--- src/rtl/regfile_wb_arbiter_if.sv ---
// Writeback handshake bundle for regfile_wb_arbiter: A/B requester ports and the
// registered register-file write port with its pending mask.
interface regfile_wb_arbiter_if #(
  parameter int DEPTH = 4
);
  localparam int CW = $clog2(DEPTH) + 1;

  logic          a_valid_i;
  logic          a_ready_o;
  logic [4:0]    a_rd_i;
  logic [31:0]   a_data_i;
  logic          b_valid_i;
  logic          b_ready_o;
  logic [4:0]    b_rd_i;
  logic [31:0]   b_data_i;
  logic          Reg_Write_o;
  logic [4:0]    Write_Register_o;
  logic [31:0]   Write_Data_o;
  logic [31:0]   pending_mask_o;
  logic [CW-1:0] fifo_count_o;

  modport slave (
    input  a_valid_i, a_rd_i, a_data_i, b_valid_i, b_rd_i, b_data_i,
    output a_ready_o, b_ready_o, Reg_Write_o, Write_Register_o, Write_Data_o,
           pending_mask_o, fifo_count_o
  );

  modport master (
    output a_valid_i, a_rd_i, a_data_i, b_valid_i, b_rd_i, b_data_i,
    input  a_ready_o, b_ready_o, Reg_Write_o, Write_Register_o, Write_Data_o,
           pending_mask_o, fifo_count_o
  );
endinterface

--- src/rtl/regfile_wb_arbiter.sv ---
// Shares one register-file write port between a single-cycle source (A) and a
// FIFO-buffered multi-cycle source (B), with a registered write stage.
module regfile_wb_arbiter #(
  parameter int DEPTH        = 4,
  parameter bit FIXED_A_PRIO = 1'b0
) (
  input  logic                 clk,
  input  logic                 reset,
  regfile_wb_arbiter_if.slave  bus
);
  localparam int AW = $clog2(DEPTH);
  localparam int CW = AW + 1;

  logic [4:0]    r_rd   [DEPTH];
  logic [31:0]   r_data [DEPTH];
  logic [AW-1:0] r_wptr, r_rptr;
  logic [CW-1:0] r_count;
  logic          r_rr_b;    // 1: FIFO head wins the next contended cycle
  logic          r_we;
  logic [4:0]    r_wreg;
  logic [31:0]   r_wdata;

  logic          w_full, w_empty, w_push, w_contend;
  logic          w_grant_a, w_grant_b;
  logic [31:0]   w_mask;

  assign w_full    = (r_count == CW'(DEPTH));
  assign w_empty   = (r_count == '0);
  assign w_push    = bus.b_valid_i & ~w_full;
  assign w_contend = bus.a_valid_i & ~w_empty;

  always_comb begin
    w_grant_a = 1'b0;
    w_grant_b = 1'b0;
    if (w_contend) begin
      if (FIXED_A_PRIO || !r_rr_b) w_grant_a = 1'b1;
      else                         w_grant_b = 1'b1;
    end else begin
      w_grant_a = bus.a_valid_i;
      w_grant_b = ~w_empty;
    end
  end

  // Storage needs no reset; validity is tracked by pointers and count.
  always_ff @(posedge clk) begin
    if (w_push) begin
      r_rd[r_wptr]   <= bus.b_rd_i;
      r_data[r_wptr] <= bus.b_data_i;
    end
  end

  always_ff @(posedge clk) begin
    if (reset) begin
      r_wptr  <= '0;
      r_rptr  <= '0;
      r_count <= '0;
      r_rr_b  <= 1'b0;
      r_we    <= 1'b0;
      r_wreg  <= '0;
      r_wdata <= '0;
    end else begin
      if (w_push)    r_wptr <= r_wptr + 1'b1;
      if (w_grant_b) r_rptr <= r_rptr + 1'b1;
      case ({w_push, w_grant_b})
        2'b10:   r_count <= r_count + 1'b1;
        2'b01:   r_count <= r_count - 1'b1;
        default: r_count <= r_count;
      endcase
      if (w_contend && !FIXED_A_PRIO) r_rr_b <= w_grant_a;
      if (w_grant_a) begin
        r_we    <= (bus.a_rd_i != 5'd0);
        r_wreg  <= bus.a_rd_i;
        r_wdata <= bus.a_data_i;
      end else if (w_grant_b) begin
        r_we    <= (r_rd[r_rptr] != 5'd0);
        r_wreg  <= r_rd[r_rptr];
        r_wdata <= r_data[r_rptr];
      end else begin
        r_we    <= 1'b0;
      end
    end
  end

  always_comb begin
    w_mask = '0;
    for (int k = 0; k < DEPTH; k++) begin
      if (CW'(k) < r_count) w_mask[r_rd[r_rptr + AW'(k)]] = 1'b1;
    end
    if (r_we) w_mask[r_wreg] = 1'b1;
    w_mask[0] = 1'b0;
  end

  assign bus.a_ready_o        = w_grant_a;
  assign bus.b_ready_o        = ~w_full;
  assign bus.Reg_Write_o      = r_we;
  assign bus.Write_Register_o = r_wreg;
  assign bus.Write_Data_o     = r_wdata;
  assign bus.pending_mask_o   = w_mask;
  assign bus.fifo_count_o     = r_count;
endmodule

--- src/flat_wrapper.sv ---
// flat-port wrapper written by rule: the top's interface ports become plain ports
module regfile_wb_arbiter_flat 
#(
  parameter int DEPTH        = 4,
  parameter bit FIXED_A_PRIO = 1'b0
)
  (clk, reset, bus_a_valid_i, bus_a_rd_i, bus_a_data_i, bus_b_valid_i, bus_b_rd_i, bus_b_data_i, bus_a_ready_o, bus_b_ready_o, bus_Reg_Write_o, bus_Write_Register_o, bus_Write_Data_o, bus_pending_mask_o, bus_fifo_count_o);
  regfile_wb_arbiter_if #(.DEPTH(DEPTH)) bus_i ();
  input  logic clk;
  input  logic reset;
  input wire logic [$bits(bus_i.a_valid_i)-1:0] bus_a_valid_i;
  input wire logic [$bits(bus_i.a_rd_i)-1:0] bus_a_rd_i;
  input wire logic [$bits(bus_i.a_data_i)-1:0] bus_a_data_i;
  input wire logic [$bits(bus_i.b_valid_i)-1:0] bus_b_valid_i;
  input wire logic [$bits(bus_i.b_rd_i)-1:0] bus_b_rd_i;
  input wire logic [$bits(bus_i.b_data_i)-1:0] bus_b_data_i;
  output wire logic [$bits(bus_i.a_ready_o)-1:0] bus_a_ready_o;
  output wire logic [$bits(bus_i.b_ready_o)-1:0] bus_b_ready_o;
  output wire logic [$bits(bus_i.Reg_Write_o)-1:0] bus_Reg_Write_o;
  output wire logic [$bits(bus_i.Write_Register_o)-1:0] bus_Write_Register_o;
  output wire logic [$bits(bus_i.Write_Data_o)-1:0] bus_Write_Data_o;
  output wire logic [$bits(bus_i.pending_mask_o)-1:0] bus_pending_mask_o;
  output wire logic [$bits(bus_i.fifo_count_o)-1:0] bus_fifo_count_o;
  assign bus_i.a_valid_i = bus_a_valid_i;
  assign bus_i.a_rd_i = bus_a_rd_i;
  assign bus_i.a_data_i = bus_a_data_i;
  assign bus_i.b_valid_i = bus_b_valid_i;
  assign bus_i.b_rd_i = bus_b_rd_i;
  assign bus_i.b_data_i = bus_b_data_i;
  assign bus_a_ready_o = bus_i.a_ready_o;
  assign bus_b_ready_o = bus_i.b_ready_o;
  assign bus_Reg_Write_o = bus_i.Reg_Write_o;
  assign bus_Write_Register_o = bus_i.Write_Register_o;
  assign bus_Write_Data_o = bus_i.Write_Data_o;
  assign bus_pending_mask_o = bus_i.pending_mask_o;
  assign bus_fifo_count_o = bus_i.fifo_count_o;
  regfile_wb_arbiter #(.DEPTH(DEPTH), .FIXED_A_PRIO(FIXED_A_PRIO)) u_core (.clk(clk), .reset(reset), .bus(bus_i));
endmodule
--- config.mk ---
export PLATFORM = sky130hd
export DESIGN_NAME = regfile_wb_arbiter_flat
export DESIGN_NICKNAME = d
export VERILOG_FILES = /design/src/rtl/regfile_wb_arbiter_if.sv /design/src/rtl/regfile_wb_arbiter.sv /design/src/flat_wrapper.sv
export SDC_FILE = /design/constraint.sdc
export NUM_CORES = 1
export LEC_CHECK = 0
export BUFFER_PORTS_ARGS = -buffer_cell sky130_fd_sc_hd__buf_2
export CORE_ASPECT_RATIO = 0.7
export CORE_UTILIZATION = 50
export DETAILED_ROUTE_END_ITERATION = 8
export GPL_ROUTABILITY_DRIVEN = 1
export PLACE_DENSITY = 0.77
export SYNTH_ARGS = -nofsm -noshare
export SYNTH_HDL_FRONTEND = slang
export SYNTH_SLANG_ARGS = --single-unit
--- constraint.sdc ---
create_clock -name clk -period 3.2 [get_ports clk]
set_input_delay 0.16 -clock clk [delete_from_list [all_inputs] [get_ports clk]]
set_output_delay 0.16 -clock clk [all_outputs]
set_load 0.02 [all_outputs]
==> results of run 1 <==
## power breakdown
part	switching, mW	total [mW]	internal (mW)
registers	0.261	3.36	3.10
logic	2.09	3.39	1.30
clock network	1.08	2.16	1.08
total	3.43	8.91	5.48
## layer usage
metal,vias up,share of wire (%),GRT usage (%)
met2,410,43,38.3
met4,0,1.8,6.85
met3,57,11,8.27
met1,3512,44,40.2
met5,-,0,0
li1,3194,-,-
## repair_timing
action,4_1_cts,5_1_grt
setup buffers,0,0
resized for setup,0,1
endpoints found under the setup margin,0,15
hold buffers,63,0
endpoints found under the hold margin,174,0
## area by class of cell
type | count | area (um^2) | area share, %
Clock inverter | 15 | 198 | 1.71
Clock buffer | 17 | 425 | 3.67
Antenna cell | 1 | 2.50 | 0.0216
Multi-Input combinational cell | 449 | 3620 | 31.2
Sequential cell | 196 | 5410 | 46.7
Timing Repair Buffer | 237 | 1610 | 13.9
Tap cell | 236 | 295 | 2.55
Inverter | 8 | 30.0 | 0.259
## worst paths after layout
| check | startpoint | end | slack (ns) | cells after the start |
|---|---|---|---|---|
| min | bus_a_rd_i[0] | u_core.bus.Write_Register_o[0] | 0.01 | 3 |
| max reg2reg | u_core.bus.fifo_count_o[0] | u_core.bus.Write_Data_o[29] | 0.83 | 8 |
| max | u_core.r_rptr[1] | bus_pending_mask_o[29] | 0.13 | 6 |
| min reg2reg | u_core.bus.Write_Data_o[1] | u_core.bus.Write_Data_o[1] | 0.50 | 2 |
## cells in the final DEF, fill, tap and decap left out, drive strengths merged, types with 14 or more instances in the layout
cell / n
a22oi: 35
a311oi: 37
a32oi: 17
buf: 174
clkbuf: 17
dfxtp: 48
dlygate4sd3: 63
edfxtp: 148
inv: 15
mux4: 52
nand2: 100
nand3: 47
nor2: 58
nor2b: 14
## logic make-up (layout without fill, tap and decap cells)
| logic type | count (synthesis) | count (layout) | synth area share (%) |
|---|---|---|---|
| XOR/XNOR | 5 | 5 | 0.472 |
| AO/OA/AOI/OAI | 106 | 106 | 9.05 |
| AND/OR/NAND/NOR | 276 | 276 | 15.1 |
| flip-flops | 196 | 196 | 58.2 |
| buffers and inverters | 62 | 277 | 2.95 |
| multiplexers | 53 | 53 | 13.0 |
| other | 1 | 2 | 0.0404 |
| adder cells (fa/ha/maj) | 8 | 8 | 1.08 |
## metrics by stage
stage	hold slack (ns)	utilization, %	instances	cell area, um^2
2_1_floorplan	0.259	-	707	9280
3_3_place_gp	0.377	57.1	1063	10300
3_5_place_dp	0.379	57.1	1063	10300
4_1_cts	0.000699	64.0	1158	11600
5_1_grt	0.00422	64.0	1159	11600
6_report	0.0137	64.0	1159	11600
## state kept, by name, indices dropped and copies added (netlist names), named ones only
register / cells
u_core.bus.Reg_Write_o: 1
u_core.r_wptr: 2
u_core.r_rd: 20
u_core.bus.fifo_count_o: 3
u_core.r_rptr: 2
u_core.bus.Write_Register_o: 5
u_core.r_rr_b: 1
u_core.bus.Write_Data_o: 32
u_core.r_data: 128
## tightest hold or removal path, stage by stage
cell	delay (ns)
buf_2	0.11
nand2_1	0.06
a311oi_1	0.07
==> metrics.txt, run 1 <==
I/O pin total=153; most frequent cell after synthesis=edfxtp_1; Total Die Area=0.0191 mm^2; Worst path top cell family by delay=multiplexers; initial core utilization=51.3%; Critical Path Start Type=register; cell count after synthesis=707; Die Width=165 um; asr flop ratio synth=0%; top-area cell type share of the netlist area=47.9%; clk sinks=196; register bit total from synthesis=196; Static Leak=4.36 nW; I/O Buffers=151; sequential area share after synthesis=58.2%; # DRC=0; clk slew on worst S/H paths=0.08 ns; Final #Nets=995; Clk Latency, worst-skew pair=0.43 ns; initial DRC count=897; final worst-path cycle share=95.9%; TritonCTS clock tree=done; antenna violations before repair=1; power density over cell area=769 mW/mm^2; clock skew=0.0153 ns; final slew viol count=0; Routed WL per cell=21.5 um; syn_area_per_cell=13.1 um^2; VDD IR-drop max=410 uV; Most used DFF post-synth=edfxtp_1; Place WS=0.523 ns; Mapped Nets=793; max-cap viol count=0; Post-synth EDFFs=148; layout cells sized above 1=29.4%; area grow syn2layout=24.9%; Hold Crit Class=in2reg; Post-DP HPWL=16.5 mm; core region area=0.0181 mm^2; WS Path Type=reg2out; Fillers=1,321; total power=8.91 mW; Rel. slew slack=31.5%; library cells used by synthesis=47; status=finished, final reports clean; Buf/Inv on CP=2; final setup violation count=0; worst path required time=3.04 ns; crit path capture type=primary output; drt pass-1 iters=6; average vias per placed instance=6.19; top post-synthesis cells by count=edfxtp_1, nand2_1, nor2_1; worst-margin pin slew=1.02 ns; Placer Congestion=1.04; CP max stage delay=0.72 ns; synth warn=0; CP max stage cell=mux4_1; Chip Height=116 um; Yosys top cell by area=edfxtp_1; Post-Syn Area=0.00928 mm^2; crit path DAT=2.91 ns; CTS Root Cell=clkbuf_16; ANT nets after route=0; RSZ-0062 raised after global routing=no; number of global-route vias before repair=6,720; Vias=7,173; first-pass GRT wire length=38.0 mm; final WL=24.9 mm; crit path time final=3.07 ns; largest net degree at the start of global routing=48; Max Fanout on Critical Path=9; Rows=41; Fin Setup TNS=0 ns; Fmax=326 MHz; clock buffer depth=2; Fin. Hold Viols=0; Num CTS Buffers=17; final worst slack=0.131 ns; H-tree depth=4; overall global routing resource usage=26.9%; total grt overflow=0; CP cell instances=buf_4 -> mux4_1 -> and4b_1 -> a22o_1 -> a211o_1 -> buf_2; top cells by area, synth=edfxtp_1, mux4_2, dfxtp_1
Note: power is estimated with default switching activity, not from simulation.
==> inputs of run 2 (changes only) <==
--- a/config.mk
+++ b/config.mk
@@ -5,12 +5,13 @@
 export SDC_FILE = /design/constraint.sdc
 export NUM_CORES = 1
 export LEC_CHECK = 0
+export ABC_AREA = 1
 export BUFFER_PORTS_ARGS = -buffer_cell sky130_fd_sc_hd__buf_2
 export CORE_ASPECT_RATIO = 0.7
-export CORE_UTILIZATION = 50
+export CORE_UTILIZATION = 48
 export DETAILED_ROUTE_END_ITERATION = 8
 export GPL_ROUTABILITY_DRIVEN = 1
-export PLACE_DENSITY = 0.77
+export PLACE_DENSITY = 0.74
 export SYNTH_ARGS = -nofsm -noshare
 export SYNTH_HDL_FRONTEND = slang
 export SYNTH_SLANG_ARGS = --single-unit
==> metrics.txt, run 2 <==
status=finished, final reports clean; antenna violations before repair=2 (+1); Most flops, register=u_core.r_data; FF-to-FF Start=u_core.bus.fifo_count_o[0]; max-cap viol count=0 (unchanged); Total Die Area=0.0214 mm^2 (+12%); CTS Root Cell=clkbuf_16; Post-Synth Adder-Cell Area=1.00% (-0.075 points); clk sinks=196 (unchanged); Fillers=1,736 (+31%); Fin Setup TNS=0 ns (unchanged); Hold Crit Class=in2reg; register bit total from synthesis=196 (unchanged); top post-synthesis cells by count=nand2_1, nor2_1, edfxtp_1; WS Path Type=reg2out; syn_area_per_cell=8.27 um^2 (-37%); largest family of logic cells by synthesized area=simple AND/OR/NAND/NOR gates; I/O pin total=153 (unchanged); Static Leak=5.11 nW (+17%); CP max stage delay=0.71 ns (about the same); Post-Synth Simple-Gate Area=29.0% (+14 points); met3 usage=4.40% (-3.9 points); largest net degree at the start of global routing=66 (+38%); Buf/Inv on CP=3 (+1); first-pass GRT wire length=41.4 mm (+9.0%); Clk Latency, worst-skew pair=0.43 ns (about the same); top-area cell type share of the netlist area=44.6% (-3.3 points); Rel. slew slack=31.2% (-0.36 points); crit path DAT=2.72 ns (-0.19 ns); Post-Place Cells=1,588 (+49%); overall global routing resource usage=25.1% (-1.8 points); clock skew=0.0120 ns (-0.00327 ns); total power=9.95 mW (+12%); Max Fanout on Critical Path=22 (+13); Most used DFF post-synth=edfxtp_1; final WL=26.6 mm (+6.8%); clk slew on worst S/H paths=0.07 ns (about the same); Largest register FFs=128 (unchanged); Min Hold Slack=0.0142 ns (+0.000531 ns); final setup violation count=0 (unchanged); Die Width=174 um (+5.7%); worst path required time=3.04 ns (about the same); multi-input logic area=0.00406 mm^2 (+12%); synth warn=0 (unchanged); Post-Syn Area=0.00998 mm^2 (+7.5%); H-tree depth=4 (unchanged); most frequent cell after synthesis=nand2_1; Final #Nets=1,470 (+48%); Num CTS Buffers=17 (unchanged); ANT nets after route=0 (unchanged); Worst Reg2Reg Path Length in Cells=10 (+2); mux cell area share after synthesis=0% (-13 points); sequential area share after synthesis=54.2% (-4.1 points); Yosys top cell by area=edfxtp_1; Mapped Nets=1,292 (+63%); asr flop ratio synth=0% (unchanged); commonest non-fill, non-tap cell in the layout=nand2_1; average vias per placed instance=5.34 (-14%); # DRC=0 (unchanged); layout cells sized above 1=18.3% (-11 points); TritonCTS clock tree=done; Chip Height=123 um (+5.7%); Fmax=348 MHz (+6.7%); Vias=8,914 (+24%); fin area=0.0120 mm^2 (+3.3%); crit path capture type=primary output; Critical Path Start Type=register; Critical R2R Capture=u_core.bus.Write_Register_o[2]; crit path time final=2.88 ns (-0.193 ns); hold path cells=3 (unchanged); top cells by area, synth=edfxtp_1, nand2_1, nor2_1; Sequential Area=0.00541 mm^2 (about the same); routing usage on met1=38.6% (-1.6 points); cell count after synthesis=1,206 (+71%); Routed WL per cell=15.9 um (-26%); most frequent cells in the layout=nand2_1, nor2_1, buf_2, edfxtp_1, o21ai_0; Hold Crit Endpoint=u_core.bus.Write_Data_o[8]; drt pass-1 iters=6 (unchanged); RSZ-0062 raised after global routing=no; area grow syn2layout=20.0%; VDD IR-drop max=453 uV (+10%); Placed Area=0.0109 mm^2 (+5.9%); CP dominant cell by count=nand2_1; initial core utilization=49.7% (-1.5 points); library cells used by synthesis=32 (-32%); CP max stage cell=dfxtp_1; Worst path top cell family by delay=simple AND/OR/NAND/NOR gates; power density over cell area=831 mW/mm^2 (+8.2%); worst-margin pin slew=1.02 ns (+0.00532 ns); Fin. Hold Viols=0 (unchanged); reg2reg setup slack=0.90 ns (+0.07 ns); Post-Synth XOR/XNOR Area=0.0878% (-0.38 points); total grt overflow=0 (unchanged); most used routing layer in global routing=met1; I/O Buffers=151 (unchanged); Post-synth EDFFs=148 (unchanged); Rows=43 (+4.9%); # Post-CTS Setup Buffers=0 (unchanged); core region area=0.0201 mm^2 (+11%); post-synthesis compound-gate area fraction=10.3% (+1.2 points); number of global-route vias before repair=7,827 (+16%); fin cells=1,669 (+44%); CP cell instances=inv_4 -> nand2_1 -> nand2_2 -> nand2_1 -> nand2_2 -> inv_1 -> nand3_1 -> nor2_1 -> nor2_1 -> nand2_1 -> buf_2; final worst-path cycle share=89.9% (-6.0 points); Worst Min Path Start=bus_a_data_i[8]; initial DRC count=967 (+7.8%); clock buffer depth=2 (unchanged); Placer Congestion=0.932 (-11%); grt met2 use=37.0% (-1.3 points); final slew viol count=0 (unchanged); Post-DP HPWL=18.2 mm (+9.9%)
-- run 2: cell types whose count changed after synthesis, moves of 20 or more --
cell	before	now
nand2_1	100	325
nor2_1	58	271
o21ai_0	4	106
mux4_2	44	0
inv_1	8	51
a311oi_1	37	0
a22oi_1	35	0
a31oi_1	0	22
clkbuf_1	38	16
nand2_2	0	21
o22ai_1	0	20
-- run 2: cell families after synthesis --
group                    after synthesis
AND/OR/NAND/NOR                      700
flip-flops                           196
AO/OA/AOI/OAI                        187
buffers and inverters                113
adder cells (fa/ha/maj)                8
XOR/XNOR                               1
other                                  1
-- run 2: where the power goes --
| group | leakage, nW | internal (mW) | switching [mW] | total [mW] |
|---|---|---|---|---|
| clock network | 0.270 | 1.09 | 0.939 | 2.03 |
| logic | 3.09 | 1.28 | 3.26 | 4.53 |
| registers | 1.76 | 3.13 | 0.259 | 3.39 |
| total | 5.11 | 5.50 | 4.46 | 9.95 |
-- run 2: worst max-delay path by stage --
| stage | from | endpoint | slack [ns] | depth (start not counted) |
|---|---|---|---|---|
| 4_1_cts | u_core.r_rptr[0] | bus_pending_mask_o[30] | 0.41 | 11 |
| 6_report | u_core.r_rptr[0] | bus_pending_mask_o[27] | 0.32 | 11 |
| 3_5_place_dp | u_core.r_rptr[0] | bus_pending_mask_o[30] | 0.88 | 11 |
| 5_1_grt | u_core.r_rptr[0] | bus_pending_mask_o[18] | 0.16 | 11 |
| 3_3_place_gp | u_core.r_rptr[0] | bus_pending_mask_o[26] | 0.88 | 11 |
| 2_1_floorplan | u_core.bus.fifo_count_o[0] | u_core.r_data[0][0] | 0.004 | 5 |
-- run 2: through the flow --
step	utilization, %	setup WS, ns
after floorplan	-	0.00350
final	59.6	0.324
after global routing	59.6	0.156
after CTS	59.6	0.414
after detailed placement	54.5	0.880
after global placement	54.5	0.876
-- run 2: layout make-up --
cell class	instances	share of cell area (%)
antenna	2	0.0418
sequential	196	45.2
multi-input combinational	897	33.9
inverter	60	1.90
timing repair buffer	212	11.5
tap	270	2.82
clock buffer	19	3.62
clock inverter	13	0.993
-- run 2: repair_timing --
action                    CTS  global route
hold buffers               47             0
gates resized for setup     0             0
hold endpoints to repair  158             0
-- run 2: worst min-delay path, stage by stage --
cell     delay [ns]
buf_2          0.10
nand2_1        0.05
a31oi_1        0.07
-- run 2: routing by layer --
| layer | share of wire [%] | up-vias |
|---|---|---|
| met5 | 0 | - |
| met4 | 0.96 | 0 |
| met3 | 8.2 | 19 |
| met2 | 42 | 379 |
| met1 | 49 | 4149 |
| li1 | - | 4367 |
